==> src/rtl/ovdp_audio_pkg.sv <==
// ovdp_audio_pkg -- shared audio types and constants for the OVDP output path.
//   DEF_SAMPLE_W   : default bits per channel
//   I2S_FRAME_BITS : bits in one stereo frame (left + right)
//   stereo_frame_t : packed stereo frame, left in the upper half
package ovdp_audio_pkg;

  localparam int DEF_SAMPLE_W   = 16;
  localparam int I2S_FRAME_BITS = 2 * DEF_SAMPLE_W;

  typedef struct packed {
    logic signed [DEF_SAMPLE_W-1:0] left;
    logic signed [DEF_SAMPLE_W-1:0] right;
  } stereo_frame_t;

endpackage

==> src/rtl/ovdp_sample_fifo.sv <==
// ovdp_sample_fifo -- synchronous show-ahead FIFO for stereo PCM frames.
// Ports:
//   clk_i, rst_ni       : clock, asynchronous active-low reset
//   push_i / wdata_i    : write request and data (ignored while full)
//   pop_i               : read request (ignored while empty)
//   rdata_o             : head-of-queue entry, valid whenever !empty_o
//   full_o / empty_o    : registered occupancy flags
module ovdp_sample_fifo
  import ovdp_audio_pkg::*;
#(
  parameter int WIDTH = I2S_FRAME_BITS,
  parameter int DEPTH = 8
) (
  input  logic             clk_i,
  input  logic             rst_ni,
  input  logic             push_i,
  input  logic [WIDTH-1:0] wdata_i,
  input  logic             pop_i,
  output logic [WIDTH-1:0] rdata_o,
  output logic             full_o,
  output logic             empty_o
);

  localparam int AW = (DEPTH > 1) ? $clog2(DEPTH) : 1;
  localparam int CW = AW + 1;

  logic [WIDTH-1:0] mem_q [DEPTH];
  logic [AW-1:0]    wptr_q, wptr_d;
  logic [AW-1:0]    rptr_q, rptr_d;
  logic [CW-1:0]    count_q, count_d;
  logic             full_q, full_d;
  logic             empty_q, empty_d;
  logic             do_push, do_pop;

  assign do_push = push_i && !full_q;
  assign do_pop  = pop_i && !empty_q;

  // Pointers wrap naturally because DEPTH is a power of two.
  always_comb begin
    wptr_d  = do_push ? wptr_q + 1'b1 : wptr_q;
    rptr_d  = do_pop  ? rptr_q + 1'b1 : rptr_q;
    count_d = count_q;
    if (do_push && !do_pop) begin
      count_d = count_q + 1'b1;
    end else if (!do_push && do_pop) begin
      count_d = count_q - 1'b1;
    end
    // Flags are registered from the next occupancy so they are exact
    // in the cycle right after the changing edge.
    full_d  = (count_d == CW'(DEPTH));
    empty_d = (count_d == '0);
  end

  always_ff @(posedge clk_i or negedge rst_ni) begin
    if (!rst_ni) begin
      wptr_q  <= '0;
      rptr_q  <= '0;
      count_q <= '0;
      full_q  <= 1'b0;
      empty_q <= 1'b1;
    end else begin
      wptr_q  <= wptr_d;
      rptr_q  <= rptr_d;
      count_q <= count_d;
      full_q  <= full_d;
      empty_q <= empty_d;
    end
  end

  // Storage carries no reset; the pointers define what is valid.
  always_ff @(posedge clk_i) begin
    if (do_push) begin
      mem_q[wptr_q] <= wdata_i;
    end
  end

  assign rdata_o = mem_q[rptr_q];
  assign full_o  = full_q;
  assign empty_o = empty_q;

endmodule

==> src/rtl/ovdp_i2s_tx.sv <==
// ovdp_i2s_tx -- OVDP audio output stage: Avalon-ST stereo frame sink,
// frame FIFO and Philips I2S serialiser (BCLK, LRCLK, SDATA).
// Ports:
//   clk_clk, reset_reset_n : system clock, asynchronous active-low reset
//   sink_valid/sink_data   : Avalon-ST frame input ([2W-1:W] left, [W-1:0] right)
//   sink_ready             : FIFO not full (registered)
//   i2s_bclk, i2s_lrclk    : bit clock, word select (0 = left)
//   i2s_sdata              : serial data, MSB first, one BCLK after LRCLK
//   underrun               : one-clk pulse when a frame starts with the FIFO empty
// Build option:
//   OVDP_I2S_HOLD_LAST_EN  : on underrun repeat the last frame popped instead
//                            of sending silence.
module ovdp_i2s_tx
  import ovdp_audio_pkg::*;
#(
  parameter int CLK_DIV    = 8,
  parameter int SAMPLE_W   = DEF_SAMPLE_W,
  parameter int FIFO_DEPTH = 8
) (
  input  logic                  clk_clk,
  input  logic                  reset_reset_n,
  input  logic                  sink_valid,
  input  logic [2*SAMPLE_W-1:0] sink_data,
  output logic                  sink_ready,
  output logic                  i2s_bclk,
  output logic                  i2s_lrclk,
  output logic                  i2s_sdata,
  output logic                  underrun
);

  localparam int FRAME_W = 2 * SAMPLE_W;
  localparam int BIT_W   = $clog2(FRAME_W);
  localparam int DIV_W   = (CLK_DIV > 1) ? $clog2(CLK_DIV) : 1;

  localparam logic [DIV_W-1:0] DIV_LAST  = DIV_W'(CLK_DIV - 1);
  localparam logic [BIT_W-1:0] BIT_LAST  = BIT_W'(FRAME_W - 1);
  localparam logic [BIT_W-1:0] RIGHT_1ST = BIT_W'(SAMPLE_W);

  logic [DIV_W-1:0]   div_q, div_d;
  logic               bclk_q, bclk_d;
  logic [BIT_W-1:0]   bitcnt_q, bitcnt_d;
  logic               lrclk_q, lrclk_d;
  logic               sdata_q, sdata_d;
  logic               underrun_q, underrun_d;
  logic [FRAME_W-1:0] shift_q, shift_d;

  logic [FRAME_W-1:0] fifo_rdata;
  logic               fifo_full, fifo_empty;
  logic               push, pop;
  logic               div_wrap, bclk_fall, fetch;
  logic [FRAME_W-1:0] idle_frame, load_frame;

  assign div_wrap  = (div_q == DIV_LAST);
  assign bclk_fall = div_wrap && bclk_q;
  // The falling edge that moves bitcnt 0 -> 1 starts a new frame on SDATA.
  assign fetch     = bclk_fall && (bitcnt_q == '0);
  assign push      = sink_valid && !fifo_full;
  assign pop       = fetch && !fifo_empty;

  ovdp_sample_fifo #(
    .WIDTH (FRAME_W),
    .DEPTH (FIFO_DEPTH)
  ) u_fifo (
    .clk_i   (clk_clk),
    .rst_ni  (reset_reset_n),
    .push_i  (push),
    .wdata_i (sink_data),
    .pop_i   (pop),
    .rdata_o (fifo_rdata),
    .full_o  (fifo_full),
    .empty_o (fifo_empty)
  );

`ifdef OVDP_I2S_HOLD_LAST_EN
  logic [FRAME_W-1:0] hold_q;

  always_ff @(posedge clk_clk or negedge reset_reset_n) begin
    if (!reset_reset_n) begin
      hold_q <= '0;
    end else if (pop) begin
      hold_q <= fifo_rdata;
    end
  end

  assign idle_frame = hold_q;
`else
  assign idle_frame = '0;
`endif

  assign load_frame = fifo_empty ? idle_frame : fifo_rdata;

  always_comb begin
    div_d      = div_wrap ? '0 : div_q + 1'b1;
    bclk_d     = bclk_q ^ div_wrap;
    bitcnt_d   = bitcnt_q;
    lrclk_d    = lrclk_q;
    sdata_d    = sdata_q;
    shift_d    = shift_q;
    underrun_d = 1'b0;
    if (bclk_fall) begin
      bitcnt_d = (bitcnt_q == BIT_LAST) ? '0 : bitcnt_q + 1'b1;
      lrclk_d  = (bitcnt_d >= RIGHT_1ST);
      if (fetch) begin
        // MSB goes straight to the pin; the rest waits in the shifter.
        sdata_d    = load_frame[FRAME_W-1];
        shift_d    = {load_frame[FRAME_W-2:0], 1'b0};
        underrun_d = fifo_empty;
      end else begin
        sdata_d = shift_q[FRAME_W-1];
        shift_d = {shift_q[FRAME_W-2:0], 1'b0};
      end
    end
  end

  // bitcnt starts at its last value so the first falling edge opens a
  // frame at bitcnt 0 with LRCLK dropping to the left channel.
  always_ff @(posedge clk_clk or negedge reset_reset_n) begin
    if (!reset_reset_n) begin
      div_q      <= '0;
      bclk_q     <= 1'b0;
      bitcnt_q   <= BIT_LAST;
      lrclk_q    <= 1'b1;
      sdata_q    <= 1'b0;
      underrun_q <= 1'b0;
      shift_q    <= '0;
    end else begin
      div_q      <= div_d;
      bclk_q     <= bclk_d;
      bitcnt_q   <= bitcnt_d;
      lrclk_q    <= lrclk_d;
      sdata_q    <= sdata_d;
      underrun_q <= underrun_d;
      shift_q    <= shift_d;
    end
  end

  assign sink_ready = !fifo_full;
  assign i2s_bclk   = bclk_q;
  assign i2s_lrclk  = lrclk_q;
  assign i2s_sdata  = sdata_q;
  assign underrun   = underrun_q;

endmodule

==> config.mk <==
export PLATFORM = sky130hd
export DESIGN_NAME = ovdp_i2s_tx
export DESIGN_NICKNAME = d
export VERILOG_FILES = /design/src/rtl/ovdp_audio_pkg.sv /design/src/rtl/ovdp_sample_fifo.sv /design/src/rtl/ovdp_i2s_tx.sv
export SDC_FILE = /design/constraint.sdc
export NUM_CORES = 1
export LEC_CHECK = 0
export CAP_MARGIN = 20
export CORE_MARGIN = 2
export CORE_UTILIZATION = 66
export CTS_BUF_LIST = sky130_fd_sc_hd__clkbuf_16
export DETAILED_ROUTE_END_ITERATION = 8
export DONT_BUFFER_PORTS = 1
export PLACE_DENSITY = 0.82
export SLEW_MARGIN = 10
export SYNTH_ARGS = -nofsm -noshare
export SYNTH_HDL_FRONTEND = slang
export SYNTH_SLANG_ARGS = --single-unit
==> constraint.sdc <==
create_clock -name clk_clk -period 5.8 [get_ports clk_clk]
set_clock_uncertainty 0.05 [all_clocks]
set_input_delay 1.16 -clock clk_clk [delete_from_list [all_inputs] [get_ports clk_clk]]
set_output_delay 1.16 -clock clk_clk [all_outputs]
set_load 0.01 [all_outputs]
Yosys cells after proc, flatten, opt, wreduce, memory -nomap -nowiden

Memories as Yosys holds them, arrays and structs flattened.
Index checks and enable logic that the tools add are counted.

Register bits after elaboration: 56
RAM bits: 256
Input bits: 35
Output and inout bits: 5
Word-level logic and storage cells: 49
Memories kept: 1

Memories:

| memory       | words | bits a word | rd ports | clocked after Yosys merged registers in | wr ports | RTL line               | text |
|---|---|---|---|---|---|---|---|
| u_fifo.mem_q | 8     | 32          | 1        | 0                                       | 1        | ovdp_sample_fifo.sv:27 | `logic [WIDTH-1:0] mem_q [DEPTH];` |

Add/sub/neg operators: 6
$lt $le $gt $ge: 1
Equal/unequal tests: 3
Multiplexer cells: 11
Bitwise logic cells: 1
Reductions and logical operators: 14

Operators by type and width:

| cell                                                     | count |
|---|---|
| two-way mux 32 bit                                       | 2 |
| adder 3 x 1 -> 3 bit, second input constant              | 3 |
| logical AND 1 bit                                        | 8 |
| two-way mux 4 bit                                        | 2 |
| adder 5 x 1 -> 5 bit, second input constant              | 1 |
| == test 5 bit, second input constant                     | 1 |
| greater-or-equal comparator 5 bit, second input constant | 1 |
| logical NOT 5 bit                                        | 1 |
| two-way mux 1 bit                                        | 5 |
| two-way mux 5 bit                                        | 1 |
| adder 4 x 1 -> 4 bit, second input constant              | 1 |
| == test 4 bit, second input constant                     | 1 |
| logical NOT 1 bit                                        | 4 |
| logical NOT 4 bit                                        | 1 |
| subtractor 4 x 1 -> 4 bit, second input constant         | 1 |
| == test 3 bit, second input constant                     | 1 |
| two-way mux 3 bit                                        | 1 |
| bitwise XOR 1 bit                                        | 1 |

Longest topological paths before layout

Depth after elaboration: 9
Mapped depth: 10
Mapped depth without buffers: 8

By module

Synthesis repeated with hierarchy kept, for this count alone.

Cell total of the unflattened synthesis: 592
Area total of the unflattened synthesis: 12,177.9 um^2

By module, submodules not included:

| module           | times used | cells each | area each (um^2) | sequential area each (um^2) |
|---|---|---|---|---|
| ovdp_sample_fifo | 1          | 446        | 10,294.9         | 7,988.9 |
| ovdp_i2s_tx      | 1          | 146        | 1,883.1          | 1,057.3 |

Worst setup path before layout

OpenSTA, ideal clock, no wires.

Kind: in2reg
Start: input sink_valid
End: memory u_fifo.mem_q[0][0] (netlist name) (enable)
Setup time: 461 ps
Arrival: 3,964 ps
Data required time: 5,289 ps
Slack: 1,325 ps
Cell stages on the path: 3
Buffers on the path: 0
Path through: nor2b_1 nand2b_1 nor3_1

Longest elaborated chain between the ends: 4

Ends and longest elaborated chain:

| item                                    | RTL line               | text |
|---|---|---|
| start: declaration                      | ovdp_i2s_tx.sv:22      | `input logic sink_valid,` |
| logical AND 1 bit                       | ovdp_i2s_tx.sv:57      | `assign push = sink_valid && !fifo_full;` |
| logical AND 1 bit                       | ovdp_sample_fifo.sv:35 | `assign do_push = push_i && !full_q;` |
| two-way mux 1 bit                       | ovdp_sample_fifo.sv:72 | `if (do_push) begin` |
| two-way mux 1 bit (implied by the code) | ovdp_sample_fifo.sv:73 | `mem_q[wptr_q] <= wdata_i;` |
| end: declaration                        | ovdp_sample_fifo.sv:27 |  |

No other way between the ends.

Final worst setup path

Start: register div_q[0]
End: register shift_q[30]

Longest elaborated chain between the ends: 4

Ends and longest elaborated chain:

| item                     | RTL line           | text |
|---|---|---|
| start: declaration       | ovdp_i2s_tx.sv:39  | `logic [DIV_W-1:0] div_q, div_d;` |
| start signal: assignment | ovdp_i2s_tx.sv:127 | `div_q <= div_d;` |
| == test 3 bit (*)        | ovdp_i2s_tx.sv:53  | `assign div_wrap = (div_q == DIV_LAST);` |
| logical AND 1 bit (*)    | ovdp_i2s_tx.sv:54  | `assign bclk_fall = div_wrap && bclk_q;` |
| net bclk_fall            | ovdp_i2s_tx.sv:50  | `logic div_wrap, bclk_fall, fetch;` |
| logical AND 1 bit        | ovdp_i2s_tx.sv:56  | `assign fetch = bclk_fall && (bitcnt_q == '0);` |
| two-way mux 32 bit       | ovdp_i2s_tx.sv:103 | `if (fetch) begin` |
| end signal: assignment   | ovdp_i2s_tx.sv:133 | `shift_q <= shift_d;` |
| end: declaration         | ovdp_i2s_tx.sv:45  | `logic [FRAME_W-1:0] shift_q, shift_d;` |

Mark *: on every way through the listed nets, which the timed path passes. The rest lies on a longest branch.
A chain may end at the register's enable or synchronous reset.

==> flow_summary.yaml <==
run:
  max-cap-violations: 0
critical_path:
  worstPathArrival_ns: 3.91
  start_kind: "flop"
  crit_start: "div_q[0]$_DFF_PN0_"
  worstSetupPathType: "flop to flop"
  required_ns: 6.20
  cp-end-kind: "flop"
  crit_fanout: 43
  worstReg2RegStart: "div_q[0]$_DFF_PN0_"
logic_synthesis:
  netlist.area_leader.share_pct: 63.6
  synth_fp_nets: 738
  synthXorXnorAreaFrac_pct: 0.497
  synth_top_area_cell: "edfxtp_1"
  synth_top_family_by_area: "multiplexers"
  ys_seq_elements: 310
  synthAdderAreaFrac_pct: 1.03
  yosys-top-cells-area: "edfxtp_1 (64%), dfrtp_1 (9.9%), mux4_2 (6.1%)"
  muxShareOfSynthArea_pct: 9.07
  synthCells: 693
  synth_area_sq_um: 12100
  synthTopCellsByCount: "edfxtp_1 (256), a211oi_1 (62), dfrtp_1 (48)"
  synth-compound-area-share_pct: 8.90
  synth-main-ff-cell: "edfxtp_1"
  synthArstFlopShare_pct: 17.4
  synth_most_common_cell: "edfxtp_1"
  avgSynthCellArea_sq_um: 17.4
  yosys_warnings: 0
  yosys.area_share.simple_pct: 3.86
  synth_edf_count: 256
  synthDistinctLibCells: 41
  ys_seq_area_share_pct: 74.8
status:
  status: "complete, no violations"
placement:
  dpl.hpwl_um: 13000
  io_buffers: 0
  place.gp.congestion: 0.760
power:
  ir_worst_vdd_mv: 0.401
  cellPowerDensity_nw_per_um2: 414
  p_leak_nw: 4.30
  power_w: 0.00549
floorplan:
  dieArea_sq_um: 19400
  die_x_um: 139
  die_h_um: 139
  core_area_sq_um: 18000
  rows: 49
  ios: 40
  floorplan.initialDensity_pct: 67.3
drt:
  routed_wirelength_um: 24500
  dr.pass1.iters: 5
  drc: 0
  post_drt_via_cell_ratio: 6.80
  wl_per_cell_um: 25.8
  vias: 6456
  first_iter_violations: 600
  antenna_left: 0
sta:
  fmax_mhz: 285
  slew_violations: 0
  slew-limit-headroom_pct: 35.9
  fin_crit_sh_pct: 60.4
  hold_viol: 0
  rsz0062_at_grt: "no"
  worst_slew_pin_slew_ns: 0.960
  finalSetupTns_ns: 0
  period_needed_ns: 3.50
  setup_viol: 0
global_route:
  grt_max_degree: 74
  antenna_found_initial: 0
  grt_pass1_wl_um: 38200
  grt_usage_pct: 25.7
  grt_pass1_vias: 6827
  gr-total-overflow: 0
cts:
  cts-root-buf: "clkbuf_16"
  cts_tree: "done"
  cts_resized: 0
  numClockSinks: 310
  h-tree-depth: 1
  post_cts_buffers: 0
  cts.clk_slew.worst_paths_ns: 0.06
  clk-insertion-delay-late_ns: 0.54
  ctsHoldBuffers: 0
  cts_buffer_depth: 3
  cts_made_buffers: 30
layout:
  antenna_cells: 0
  multiInputGateArea_sq_um: 2900
  syn2layout_area_growth_pct: 9.60
  seqCellArea_sq_um: 9050
  layout-drive-gt1-share_pct: 15.4
  fill_cells: 985
  fin_nets: 741
hold_path:
  hold_path_class: "primary input to asynchronous set/reset pin"
==> state kept, by name, summed over array words and instances, names as in the netlist <==
register,count
u_fifo.mem_q,256
div_q,3
u_fifo.full_o,1
u_fifo.empty_o,1
bitcnt_q,5
i2s_sdata,1
i2s_bclk,1
u_fifo.wptr_q,3
u_fifo.rptr_q,3
u_fifo.count_q,4
underrun,1
shift_q,31
==> area by class of cell <==
cell class	instances	share of cell area, %
flip-flops and latches	310	68.3
inverters	8	0.227
multi-input cells	332	21.9
clock inverters	25	0.774
clock buffers	31	5.85
repair buffers	14	0.793
well taps	229	2.16
==> where the power goes <==
| part | total, W | switching [W] | leakage [nW] | internal [W] |
|---|---|---|---|---|
| Clock | 0.00172 | 0.000763 | 0.474 | 0.000956 |
| Combinational | 0.000764 | 0.000485 | 0.861 | 0.000279 |
| Sequential | 0.00300 | 0.000196 | 2.97 | 0.00281 |
| Total | 0.00549 | 0.00144 | 4.30 | 0.00404 |
==> layer usage <==
| layer | part of all wire, % | GRT usage (%) |
|---|---|---|
| met1 | 38 | 34.0 |
| met2 | 52 | 44.0 |
| met3 | 7.7 | 4.54 |
| met4 | 2.2 | 8.35 |
| met5 | 0 | 0 |
==> path summary, 6_finish.rpt <==
kind | slack, ns | to | depth (start not counted)
worst max-delay path | 2.30 | shift_q[30]$_DFFE_PN0P_ | 10
min in group clk_clk | 0.40 | div_q[0]$_DFF_PN0_ | 1
max in group asynchronous | 5.26 | bitcnt_q[3]$_DFFE_PN1P_ | 0
worst min-delay path | 0.26 | u_fifo.count_q[1]$_DFF_PN0_ | 0
worst min register to register | 0.40 | div_q[0]$_DFF_PN0_ | 1
worst max register to register | 2.30 | shift_q[30]$_DFFE_PN0P_ | 10
==> cells in the final DEF (no fill, tap or decap), types with 5 or more instances in the layout <==
cell type	n
mux4_2	33
nor2_4	6
mux2i_1	33
buf_4	14
dfstp_2	6
dfrtp_1	46
inv_1	20
o21ai_0	36
a211oi_1	62
nand2_1	10
ha_1	10
clkbuf_16	31
nor2b_1	34
nand3_1	5
a21oi_1	33
clkinv_1	8
edfxtp_1	256
o22ai_1	33
==> cells by family after synthesis <==
| group | Yosys count |
|---|---|
| DFF | 310 |
| AOI/OAI and AO/OA | 170 |
| and+or+nand+nor | 78 |
| muxes | 68 |
| buffers and inverters | 51 |
| adders and majority gates | 10 |
| xor gates and xnor gates | 6 |
==> worst max-delay path, stage by stage (launching register included) <==
cell and delay (ns):
dfrtp_1 0.35, ha_1 0.15, ha_1 0.20, ha_1 0.17, buf_4 0.43, nand2b_2 0.23
nor4b_4 0.26, buf_4 0.43, nand2b_2 0.72, o22ai_1 0.21, a21oi_1 0.18
==> metrics by stage <==
step / worst slack (ns) / hold slack, ns / utilization (%) / instances / instance area (sq um)
after floorplan: 1.32 / 0.360 / - / 693 / 12100
after global placement: 2.15 / 0.368 / 68.9 / 893 / 12400
after detailed placement: 2.40 / 0.397 / 68.9 / 893 / 12400
after CTS: 2.35 / 0.250 / 73.8 / 949 / 13300
after global routing: 2.04 / 0.242 / 73.8 / 949 / 13300
final: 2.30 / 0.259 / 73.8 / 949 / 13300
No activity file was read; power rests on OpenSTA's default activity.
